### config.mk
export PLATFORM = sky130hd
export DESIGN_NAME = ubit_decoder_flat
export DESIGN_NICKNAME = d
export VERILOG_FILES = /design/src/rtl/ubit_decoder_if.sv /design/src/rtl/ubit_decoder.sv /design/src/flat_wrapper.sv
export SDC_FILE = /design/constraint.sdc
export NUM_CORES = 1
export LEC_CHECK = 0
export BUFFER_PORTS_ARGS = -buffer_cell sky130_fd_sc_hd__buf_4
export CORE_MARGIN = 5
export CORE_UTILIZATION = 30
export DETAILED_ROUTE_END_ITERATION = 6
export PLACE_DENSITY = 0.56
export SYNTH_ARGS = -nofsm -noshare
export SYNTH_HDL_FRONTEND = slang
export SYNTH_SLANG_ARGS = --single-unit
### constraint.sdc
create_clock -name iClk -period 2.74 [get_ports iClk]
set_clock_uncertainty 0.05 [all_clocks]
set_input_delay 0.274 -clock iClk [delete_from_list [all_inputs] [get_ports iClk]]
set_output_delay 0.274 -clock iClk [all_outputs]
set_load 0.01 [all_outputs]
### src/rtl/ubit_decoder_if.sv
// Stream-in / result-out bundle for the unary decoder.
// The producer/consumer side uses master; the decoder uses slave.
interface ubit_decoder_if #(
  parameter int BITWIDTH = 8
);
  logic                iEn;
  logic                iClr;
  logic                iBit;
  logic                iReady;
  logic [BITWIDTH-1:0] oData;
  logic                oValid;
  logic                oSat;
  logic                oOvf;
  logic                oBusy;

  modport master (
    output iEn, iClr, iBit, iReady,
    input  oData, oValid, oSat, oOvf, oBusy
  );

  modport slave (
    input  iEn, iClr, iBit, iReady,
    output oData, oValid, oSat, oOvf, oBusy
  );
endinterface

### src/rtl/ubit_decoder.sv
// Counts ones over a window of 2^BITWIDTH accepted unary bits and presents the
// saturated count through a one-entry valid/ready output register.
module ubit_decoder #(
  parameter int BITWIDTH = 8
) (
  input  logic          iClk,
  input  logic          iRst,
  ubit_decoder_if.slave bus
);

  typedef enum logic {
    IDLE  = 1'b0,
    ACCUM = 1'b1
  } state_t;

  state_t              stateReg, stateNext;
  logic [BITWIDTH-1:0] wCntReg, wCntNext;
  logic [BITWIDTH:0]   accReg, accNext;
  logic [BITWIDTH-1:0] dataReg, dataNext;
  logic                validReg, validNext;
  logic                satReg, satNext;
  logic                ovfReg, ovfNext;

  logic                accept;
  logic                complete;
  logic                transfer;
  logic [BITWIDTH:0]   total;

  always_comb begin
    accept   = bus.iEn && !bus.iClr;
    complete = accept && (wCntReg == {BITWIDTH{1'b1}});
    transfer = validReg && bus.iReady;
    total    = accReg + {{BITWIDTH{1'b0}}, bus.iBit};
  end

  always_comb begin
    stateNext = stateReg;
    wCntNext  = wCntReg;
    accNext   = accReg;
    dataNext  = dataReg;
    validNext = validReg;
    satNext   = satReg;
    ovfNext   = ovfReg;

    if (bus.iClr) begin
      // Abort drops the pending result but keeps the last data/sat visible.
      stateNext = IDLE;
      wCntNext  = '0;
      accNext   = '0;
      validNext = 1'b0;
      ovfNext   = 1'b0;
    end else if (complete) begin
      stateNext = IDLE;
      wCntNext  = '0;
      accNext   = '0;
      dataNext  = total[BITWIDTH] ? {BITWIDTH{1'b1}} : total[BITWIDTH-1:0];
      satNext   = total[BITWIDTH];
      validNext = 1'b1;
      // A same-cycle transfer consumes the old result, so only a stalled one is lost.
      if (validReg && !bus.iReady) begin
        ovfNext = 1'b1;
      end
    end else begin
      if (accept) begin
        stateNext = ACCUM;
        wCntNext  = wCntReg + BITWIDTH'(1);
        accNext   = total;
      end
      if (transfer) begin
        validNext = 1'b0;
      end
    end
  end

  always_ff @(posedge iClk) begin
    if (iRst) begin
      stateReg <= IDLE;
      wCntReg  <= '0;
      accReg   <= '0;
      dataReg  <= '0;
      validReg <= 1'b0;
      satReg   <= 1'b0;
      ovfReg   <= 1'b0;
    end else begin
      stateReg <= stateNext;
      wCntReg  <= wCntNext;
      accReg   <= accNext;
      dataReg  <= dataNext;
      validReg <= validNext;
      satReg   <= satNext;
      ovfReg   <= ovfNext;
    end
  end

  assign bus.oData  = dataReg;
  assign bus.oValid = validReg;
  assign bus.oSat   = satReg;
  assign bus.oOvf   = ovfReg;
  assign bus.oBusy  = (stateReg == ACCUM);

endmodule

### src/flat_wrapper.sv
// flat-port wrapper written by rule: the top's interface ports become plain ports
module ubit_decoder_flat 
#(
  parameter int BITWIDTH = 8
)
  (iClk, iRst, bus_iEn, bus_iClr, bus_iBit, bus_iReady, bus_oData, bus_oValid, bus_oSat, bus_oOvf, bus_oBusy);
  ubit_decoder_if #(.BITWIDTH(BITWIDTH)) bus_i ();
  input  logic iClk;
  input  logic iRst;
  input wire logic [$bits(bus_i.iEn)-1:0] bus_iEn;
  input wire logic [$bits(bus_i.iClr)-1:0] bus_iClr;
  input wire logic [$bits(bus_i.iBit)-1:0] bus_iBit;
  input wire logic [$bits(bus_i.iReady)-1:0] bus_iReady;
  output wire logic [$bits(bus_i.oData)-1:0] bus_oData;
  output wire logic [$bits(bus_i.oValid)-1:0] bus_oValid;
  output wire logic [$bits(bus_i.oSat)-1:0] bus_oSat;
  output wire logic [$bits(bus_i.oOvf)-1:0] bus_oOvf;
  output wire logic [$bits(bus_i.oBusy)-1:0] bus_oBusy;
  assign bus_i.iEn = bus_iEn;
  assign bus_i.iClr = bus_iClr;
  assign bus_i.iBit = bus_iBit;
  assign bus_i.iReady = bus_iReady;
  assign bus_oData = bus_i.oData;
  assign bus_oValid = bus_i.oValid;
  assign bus_oSat = bus_i.oSat;
  assign bus_oOvf = bus_i.oOvf;
  assign bus_oBusy = bus_i.oBusy;
  ubit_decoder #(.BITWIDTH(BITWIDTH)) u_core (.iClk(iClk), .iRst(iRst), .bus(bus_i));
endmodule
==> results.json, run 1 <==
{
  "crit_cells": 5,
  "row_count": 24,
  "final_area_um2": 1524,
  "finalSetupViolCount": 0,
  "io_buffers": 17,
  "hold_violations": 0,
  "max_stage_delay_ns": 0.50,
  "synth.most_common_cell": "dfxtp_1",
  "grt_pass1_vias": 1017,
  "grt_pass1_wl_um": 4602,
  "synth_largest_area_cell": "dfxtp_1",
  "cts_max_path_buffers": 2,
  "synth_edf_count": 0,
  "fin_hold_ws_ns": 0.1857,
  "cts-hold-fix-buffers": 0,
  "grt_max_degree": 17,
  "critical_path.slowest_cell": "or3_1",
  "die_h_um": 75.73,
  "setup_ws_ns": 0.8239,
  "p_leak_nw": 0.5695,
  "setup-tns-final_ns": 0,
  "tightestPinTransition_ns": 0.5675,
  "die_w_um": 75.73,
  "cts.clk_slew.worst_paths_ns": 0.06,
  "synthSimpleGateAreaFrac_pct": 25.87,
  "vias": 1002,
  "synth_area_per_cell_um2": 8.818,
  "irDropWorstVdd_v": 0.0001279,
  "synthFlopType": "dfxtp_1",
  "die_area_um2": 5735,
  "root_buffer": "clkbuf_8",
  "mappedNetlistNets": 156,
  "synthAdderAreaFrac_pct": 2.896,
  "synth_compound_area_share_pct": 8.398,
  "cts_resized": 0,
  "syn_area_um2": 1296,
  "area_growth_pct": 17.57,
  "cts_tree": "built",
  "startpoint_type": "flip-flop",
  "rsz0062_at_grt": "no",
  "critPathKind": "reg -> reg",
  "drt-total-wl_um": 2586,
  "ctsHtreeMaxLevel": 2,
  "start_util_pct": 30.40,
  "hpwl_um": 1864,
  "end_kind": "flip-flop",
  "synthArstFlopShare_pct": 0,
  "route.detailed.drc": 0,
  "wl_per_cell_um": 12.03,
  "ys_ff_latch": 29,
  "track_usage_pct": 10.85,
  "finalNetCount": 172,
  "cp_top_family": "simple AND/OR/NAND/NOR gates",
  "cp_max_fo": 16,
  "critPathArrivalTime_ns": 2.01,
  "power_density_nw_per_um2": 524.8,
  "period_minus_slack_ns": 1.916,
  "place_ws_ns": 0.8043,
  "maxCapViolations": 0,
  "antenna_found_initial": 0,
  "slew_headroom_pct": 62.17,
  "fmax_mhz": 521.9,
  "period_share_pct": 69.93,
  "diodes": 0,
  "critPathRequiredTime_ns": 2.83,
  "gp_congestion": 0.7713,
  "core_region_area_um2": 4264,
  "dr.pass1.iters": 4,
  "cts_num_sinks": 29,
  "drv_slew": 0,
  "synth_top_family_by_area": "simple AND/OR/NAND/NOR gates",
  "drive_gt1_share_pct": 16.56,
  "synth_top_area_share_pct": 44.79,
  "synth_commonest_cells": "dfxtp_1 (29), nor2_1 (20), nand2_1 (14), nor3_1 (11)",
  "ant_nets": 0,
  "grt_remaining_overflow": 0,
  "dpl_cell_area_um2": 1438,
  "avgViaCountPerCell": 4.660,
  "cp_num_buf_inv": 0,
  "cp_cell_sequence": "ha_1 -> and4b_4 -> and4_4 -> or3_1 -> nor2_1",
  "cts_buffers": 5,
  "r2r_cells": 5,
  "cts_setup_buffers": 0,
  "ys_seq_area_share_pct": 44.79,
  "min_delay_path_depth": 2,
  "synth_area_leaders": "dfxtp_1 (45%), xnor2_1 (6.8%), xor2_1 (6.8%), nor2_1 (5.8%), nor3_1 (4.2%)",
  "synth-xor-area-share_pct": 13.51,
  "drt-initial-drc-count": 54,
  "status": "finished clean",
  "syn_inst": 147,
  "yosys_warnings": 0,
  "synth_mux_area_share_pct": 0,
  "hp-class": "in -> reg",
  "synth_cell_type_count": 30,
  "clk_latency_ns": 0.28,
  "io_pins": 18,
  "n_fill_cell": 448
}
[report_power, final]
part,internal [W],switching [W]
Sequential,0.000423,0.00000104
Clock,0.000199,0.000150
Combinational,0.0000109,0.0000164
[worst paths after layout]
| check | slack, ns | from | end |
|---|---|---|---|
| worst min register to register | 0.42 | u_core.accReg[0]$_SDFFE_PP0P_ | u_core.accReg[0]$_SDFFE_PP0P_ |
| worst max register to register | 0.82 | u_core.wCntReg[0]$_SDFFE_PP0P_ | u_core.bus.oBusy$_SDFFE_PP0P_ |
| worst max-delay path | 0.82 | u_core.wCntReg[0]$_SDFFE_PP0P_ | u_core.bus.oBusy$_SDFFE_PP0P_ |
| worst min-delay path | 0.19 | bus_iClr | u_core.wCntReg[6]$_SDFFE_PP0P_ |
[area by class of cell]
| cell class | count | area, um^2 | share of cell area [%] |
|---|---|---|---|
| Sequential cell | 29 | 580.6 | 38.10 |
| Tap cell | 52 | 65.06 | 4.269 |
| Inverter | 2 | 7.507 | 0.4926 |
| Timing Repair Buffer | 17 | 127.6 | 8.374 |
| Multi-Input combinational cell | 108 | 656.9 | 43.10 |
| Clock buffer | 7 | 86.33 | 5.665 |
[routing by layer]
| layer | wire [um] | global-route usage (%) |
|---|---|---|
| met1 | 1242 | 13.34 |
| met2 | 1098 | 15.92 |
| met3 | 186 | 4.749 |
| met4 | 58 | 5.825 |
| met5 | 0 | 0 |
[flip-flops by register name, indices dropped and copies added, names as in the netlist]
| signal | flops |
|---|---|
| u_core.accReg | 9 |
| u_core.bus.oBusy | 1 |
| u_core.bus.oData | 8 |
| u_core.bus.oOvf | 1 |
| u_core.bus.oSat | 1 |
| u_core.bus.oValid | 1 |
| u_core.wCntReg | 8 |
[logic make-up (layout without fill, tap and decap cells)]
kind of cell    after synthesis  after routing
fa+ha+maj                     3              3
buf+inv                      10             26
flops                        29             29
xor+xnor                     20             20
simple gates                 67             67
compound gates               18             18
[layout by cell type (no fill, tap or decap), drive strengths merged]
master / n
a21oi: 10
nand2b: 1
ha: 3
inv: 2
nand2: 14
buf: 17
nand3: 6
dfxtp: 29
and2: 1
nor4: 3
or3: 1
o21a: 1
and4b: 2
o21bai: 6
clkbuf: 7
xor2: 10
nor2b: 1
a31oi: 1
nor2: 21
xnor2: 10
and4: 2
and3: 1
nand4: 2
nor3: 12
[metrics by stage]
| stage | power (W) | cells | utilization (%) |
|---|---|---|---|
| floorplan | 0.0004539 | 147 | - |
| global placement | 0.0004606 | 208 | 33.71 |
| detailed placement | 0.0004609 | 208 | 33.71 |
| CTS | 0.0008150 | 215 | 35.74 |
| global route | 0.0008354 | 215 | 35.74 |
| finish | 0.0007998 | 215 | 35.74 |
(Power assumes the default switching activity.)
==> run 2: changes to the inputs <==
--- a/config.mk
+++ b/config.mk
@@ -9,7 +9,7 @@
 export CORE_MARGIN = 5
 export CORE_UTILIZATION = 30
 export DETAILED_ROUTE_END_ITERATION = 6
-export PLACE_DENSITY = 0.56
+export PLACE_DENSITY = 0.58
 export SYNTH_ARGS = -nofsm -noshare
 export SYNTH_HDL_FRONTEND = slang
 export SYNTH_SLANG_ARGS = --single-unit
==> constraint.sdc (replaced) <==
create_clock -name iClk -period 1.55 [get_ports iClk]
set_clock_uncertainty 0.05 [all_clocks]
set_input_delay 0.155 -clock iClk [delete_from_list [all_inputs] [get_ports iClk]]
set_output_delay 0.155 -clock iClk [all_outputs]
set_load 0.01 [all_outputs]
==> run 2 against run 1 <==
Effect of this change: the run now ends with negative setup slack left; setup slack got worse by 0.84 ns; die area is the same; clock power up 70%; flip-flop and latch count unchanged; clock-buffer cell count increased by 1; core utilization is 6.9 points higher; sequential power rose by 77%; cell count increased by 11%; via count increased by 8.2%; hold slack lost 0.13 ns; critical path type unchanged; largest cell class unchanged.
==> results.json, run 2 (synthesis results as in run 1) <==
{
  "violations": "negative setup slack",
  "gp_congestion": 0.7740,
  "slew_headroom_pct": 78.30,
  "die_area_um2": 5735,
  "row_count": 24,
  "route.detailed.drc": 0,
  "cts_tree": "built",
  "cp_max_fo": 8,
  "tightestPinTransition_ns": 0.3256,
  "finalSetupViolCount": 7,
  "end_kind": "flip-flop",
  "area_growth_pct": 40.25,
  "largest-register": "u_core.accReg",
  "startpoint_type": "flip-flop",
  "finalPower_w": 0.001414,
  "start_util_pct": 30.40,
  "critPathKind": "reg -> reg",
  "critPathArrivalTime_ns": 1.73,
  "fin_hold_ws_ns": 0.05605,
  "antenna_found_initial": 0,
  "setup_ws_ns": -0.01631,
  "dr.pass1.iters": 4,
  "cts_num_sinks": 29,
  "die_w_um": 75.73,
  "cts_max_path_buffers": 2,
  "fmax_mhz": 638.4,
  "final_common_cell": "buf_4",
  "cts.clk_slew.worst_paths_ns": 0.06,
  "ctsHtreeMaxLevel": 2,
  "final_util_pct": 42.64,
  "drt-total-wl_um": 2900,
  "period_share_pct": 101.1,
  "grt_pass1_vias": 1043,
  "diodes": 0,
  "drive_gt1_share_pct": 34.95,
  "critPathRequiredTime_ns": 1.71,
  "setup-tns-final_ns": -0.04801,
  "io_buffers": 17,
  "status": "finished, violations left",
  "power_density_nw_per_um2": 778.0,
  "cts-hold-fix-buffers": 0,
  "grt_remaining_overflow": 0,
  "hp-class": "in -> reg",
  "layout_common_cells": "buf_4 (36), dfxtp_1 (26), nor2_1 (20)",
  "period_minus_slack_ns": 1.566,
  "wl_per_cell_um": 12.18,
  "root_buffer": "clkbuf_8",
  "rsz0062_at_grt": "yes",
  "p_leak_nw": 0.6953,
  "maxCapViolations": 0,
  "cts_buffers": 5,
  "track_usage_pct": 11.33,
  "dp_cells": 228,
  "hold_violations": 0,
  "grt_max_degree": 15,
  "io_pins": 18,
  "finalNetCount": 194,
  "core_region_area_um2": 4264,
  "hpwl_um": 1961,
  "grt_pass1_wl_um": 4864,
  "die_h_um": 75.73,
  "irDropWorstVdd_v": 0.0003437,
  "avgViaCountPerCell": 4.555,
  "ant_nets": 0,
  "largest_reg_flops": 9,
  "drt-initial-drc-count": 49,
  "instances_no_fill": 238,
  "clk_latency_ns": 0.28,
  "vias": 1084,
  "drv_slew": 0
}
-- run 2: routing by layer --
layer | vias to the layer above | share of wire [%] | track usage [%]
li1 | 574 | - | -
met1 | 490 | 46 | 14.02
met2 | 17 | 47 | 17.64
met3 | 3 | 5.2 | 3.958
met4 | 0 | 1.2 | 5.243
met5 | - | 0 | 0
-- run 2: area by class of cell --
type | instances | area [um^2]
Clock buffer | 8 | 80.08
Inverter | 2 | 7.507
Timing Repair Buffer | 39 | 307.8
Multi-Input combinational cell | 108 | 773.2
Tap cell | 52 | 65.06
Fill cell | 419 | 2446
Sequential cell | 29 | 584.3
-- run 2: what timing repair did --
item,4_1_cts,5_1_grt
gates cloned,1,0
buffers inserted,0,1
pin swaps,4,3
endpoints found under the setup margin,23,27
resized for setup,15,10
endpoints found under the hold margin,0,0
-- run 2: power by group --
group	internal [W]	switching (W)
clock network	0.000318	0.000274
registers	0.000749	0.00000229
logic	0.0000342	0.0000377
-- run 2: path summary, 6_finish.rpt --
kind / end / cells past startpoint / slack (ns) / startpoint
max: u_core.wCntReg[1]$_SDFFE_PP0P_ / 6 / -0.02 / u_core.wCntReg[0]$_SDFFE_PP0P_
min reg2reg: u_core.accReg[0]$_SDFFE_PP0P_ / 2 / 0.44 / u_core.accReg[0]$_SDFFE_PP0P_
max reg2reg: u_core.wCntReg[1]$_SDFFE_PP0P_ / 6 / -0.02 / u_core.wCntReg[0]$_SDFFE_PP0P_
min: u_core.wCntReg[6]$_SDFFE_PP0P_ / 2 / 0.06 / bus_iClr
-- run 2: critical path: stages, from the launching register on --
cell     delay [ns]
dfxtp_2        0.33
ha_4           0.15
and4b_4        0.18
and4_4         0.14
or3_4          0.39
buf_8          0.15
a21oi_2        0.09
-- run 2: per-stage QoR --
stage	setup slack, ns	cell area, um^2
after CTS	-0.04879	1747
after floorplan	-0.05968	1308
after detailed placement	-0.1048	1599
final	-0.01631	1818
after global routing	-0.05569	1818
after global placement	-0.04697	1599
==> run 3: changes to the inputs <==
--- a/config.mk
+++ b/config.mk
@@ -10,6 +10,7 @@
 export CORE_UTILIZATION = 30
 export DETAILED_ROUTE_END_ITERATION = 6
 export PLACE_DENSITY = 0.58
+export SKIP_LAST_GASP = 1
 export SYNTH_ARGS = -nofsm -noshare
 export SYNTH_HDL_FRONTEND = slang
 export SYNTH_SLANG_ARGS = --single-unit
==> run 3 against run 2 <==
Effect of this change: core utilization unchanged; the flow still finishes with violations (negative setup slack); largest cell class unchanged; power about the same; clock power about the same; critical path depth unchanged; clock-buffer cell count unchanged; combinational power up 2%; sequential power about the same; maximum frequency about the same.
==> results.json, run 3 (synthesis results as in run 1) <==
{
  "status": "finished, violations left",
  "violations": "negative setup slack",
  "tightestPinTransition_ns": 0.3321,
  "cts_buffers": 5,
  "grt_max_degree": 15,
  "ctsHtreeMaxLevel": 2,
  "min_delay_path_depth": 2,
  "ant_nets": 0,
  "max_stage_delay_ns": 0.39,
  "r2r_cells": 6,
  "setup_ws_ns": -0.01731,
  "final_common_cell": "buf_4",
  "slew_headroom_pct": 77.86,
  "clk_latency_ns": 0.28,
  "track_usage_pct": 11.36,
  "finalSetupViolCount": 7,
  "critPathArrivalTime_ns": 1.73,
  "wl_per_cell_um": 12.38,
  "route.detailed.drc": 0,
  "cts_num_sinks": 29,
  "place_ws_ns": -0.1048,
  "period_share_pct": 101.1,
  "end_kind": "flip-flop",
  "dpl_cell_area_um2": 1599,
  "cp_cell_sequence": "ha_4 -> and4b_4 -> and4_4 -> or3_4 -> buf_8 -> a21oi_2",
  "cts_tree": "built",
  "cp_max_fo": 8,
  "critPathKind": "reg -> reg",
  "grt_remaining_overflow": 0,
  "root_buffer": "clkbuf_8",
  "vias": 1091,
  "die_w_um": 75.73,
  "finalPower_w": 0.001416,
  "drive_gt1_share_pct": 34.95,
  "layout_common_cells": "buf_4 (36), dfxtp_1 (26), nor2_1 (20)",
  "gp_congestion": 0.7740,
  "power_density_nw_per_um2": 778.7,
  "finalNetCount": 194,
  "io_pins": 18,
  "largest-register": "u_core.accReg",
  "hpwl_um": 1961,
  "drt-total-wl_um": 2947,
  "irDropWorstVdd_v": 0.0003512,
  "largest_reg_flops": 9,
  "hold_violations": 0,
  "p_leak_nw": 0.6953,
  "rsz0062_at_grt": "yes",
  "hp-class": "in -> reg",
  "die_area_um2": 5735,
  "start_util_pct": 30.40,
  "fmax_mhz": 638.0,
  "critical_path.slowest_cell": "or3_4",
  "grt_pass1_wl_um": 4878,
  "diodes": 0,
  "final_util_pct": 42.64,
  "startpoint_type": "flip-flop",
  "cts.clk_slew.worst_paths_ns": 0.06,
  "cts_max_path_buffers": 2,
  "row_count": 24,
  "io_buffers": 17,
  "antenna_found_initial": 0,
  "cts-hold-fix-buffers": 0,
  "avgViaCountPerCell": 4.584,
  "drv_slew": 0,
  "grt_pass1_vias": 1044,
  "critPathRequiredTime_ns": 1.72,
  "final_area_um2": 1818,
  "area_growth_pct": 40.25,
  "period_minus_slack_ns": 1.567,
  "die_h_um": 75.73,
  "core_region_area_um2": 4264,
  "dr.pass1.iters": 4,
  "maxCapViolations": 0,
  "drt-initial-drc-count": 54
}
## run 3: cell counts in the layout (fill, tap and decap cells not counted)
Identical to the previous run, type by type.
## run 3: power by group
| group | switching, W | internal, W | total (W) |
|---|---|---|---|
| clock | 0.000274 | 0.000318 | 0.000592 |
| sequential | 0.00000236 | 0.000749 | 0.000751 |
| combinational | 0.0000382 | 0.0000348 | 0.0000730 |
| total | 0.000314 | 0.00110 | 0.00142 |
## run 3: final timing paths
path	startpoint	to	slack (ns)
setup reg to reg	u_core.wCntReg[0]$_SDFFE_PP0P_	u_core.accReg[1]$_SDFFE_PP0P_	-0.02
hold reg to reg	u_core.bus.oData[1]$_SDFFE_PP0P_	u_core.bus.oData[1]$_SDFFE_PP0P_	0.44
setup / recovery	u_core.wCntReg[0]$_SDFFE_PP0P_	u_core.accReg[1]$_SDFFE_PP0P_	-0.02
hold / removal	bus_iClr	u_core.wCntReg[6]$_SDFFE_PP0P_	0.06
## run 3: layout make-up
type | count | area, um^2
clock buffer | 8 | 80.08
fill | 423 | 2446
inverter | 2 | 7.507
multi-input combinational | 108 | 773.2
sequential | 29 | 584.3
tap | 52 | 65.06
timing repair buffer | 39 | 307.8
## run 3: routing by layer
metal	vias up	global-route usage [%]	share of wire [%]
met5	-	0	0
li1	574	-	-
met1	497	14.10	46
met2	17	17.64	48
met4	0	5.243	1.2
met3	3	3.958	5.1
## run 3: critical path: cells and delay by family (launching register included)
| kind | cells | cell delay (ns) |
|---|---|---|
| simple gates | 3 | 0.71 |
| flops | 1 | 0.33 |
| fa+ha+maj | 1 | 0.15 |
| buf+inv | 1 | 0.15 |
| compound gates | 1 | 0.10 |
## run 3: metrics by stage
step                      instances  setup TNS (ns)  hold WS [ns]
after detailed placement        228          -1.068        0.3514
after global placement          228         -0.3779        0.3485
after global routing            238          -1.050       0.06203
final                           238        -0.05629       0.05665
after CTS                       237         -0.6771       0.05287
after floorplan                 147         -0.5872        0.2707
## run 3: repair_timing
| action | CTS | global route |
|---|---|---|
| resized for setup | 13 | 12 |
| setup endpoints to repair | 23 | 27 |
| cloned | 1 | 0 |
| setup buffers | 0 | 1 |
| pin swaps | 4 | 3 |
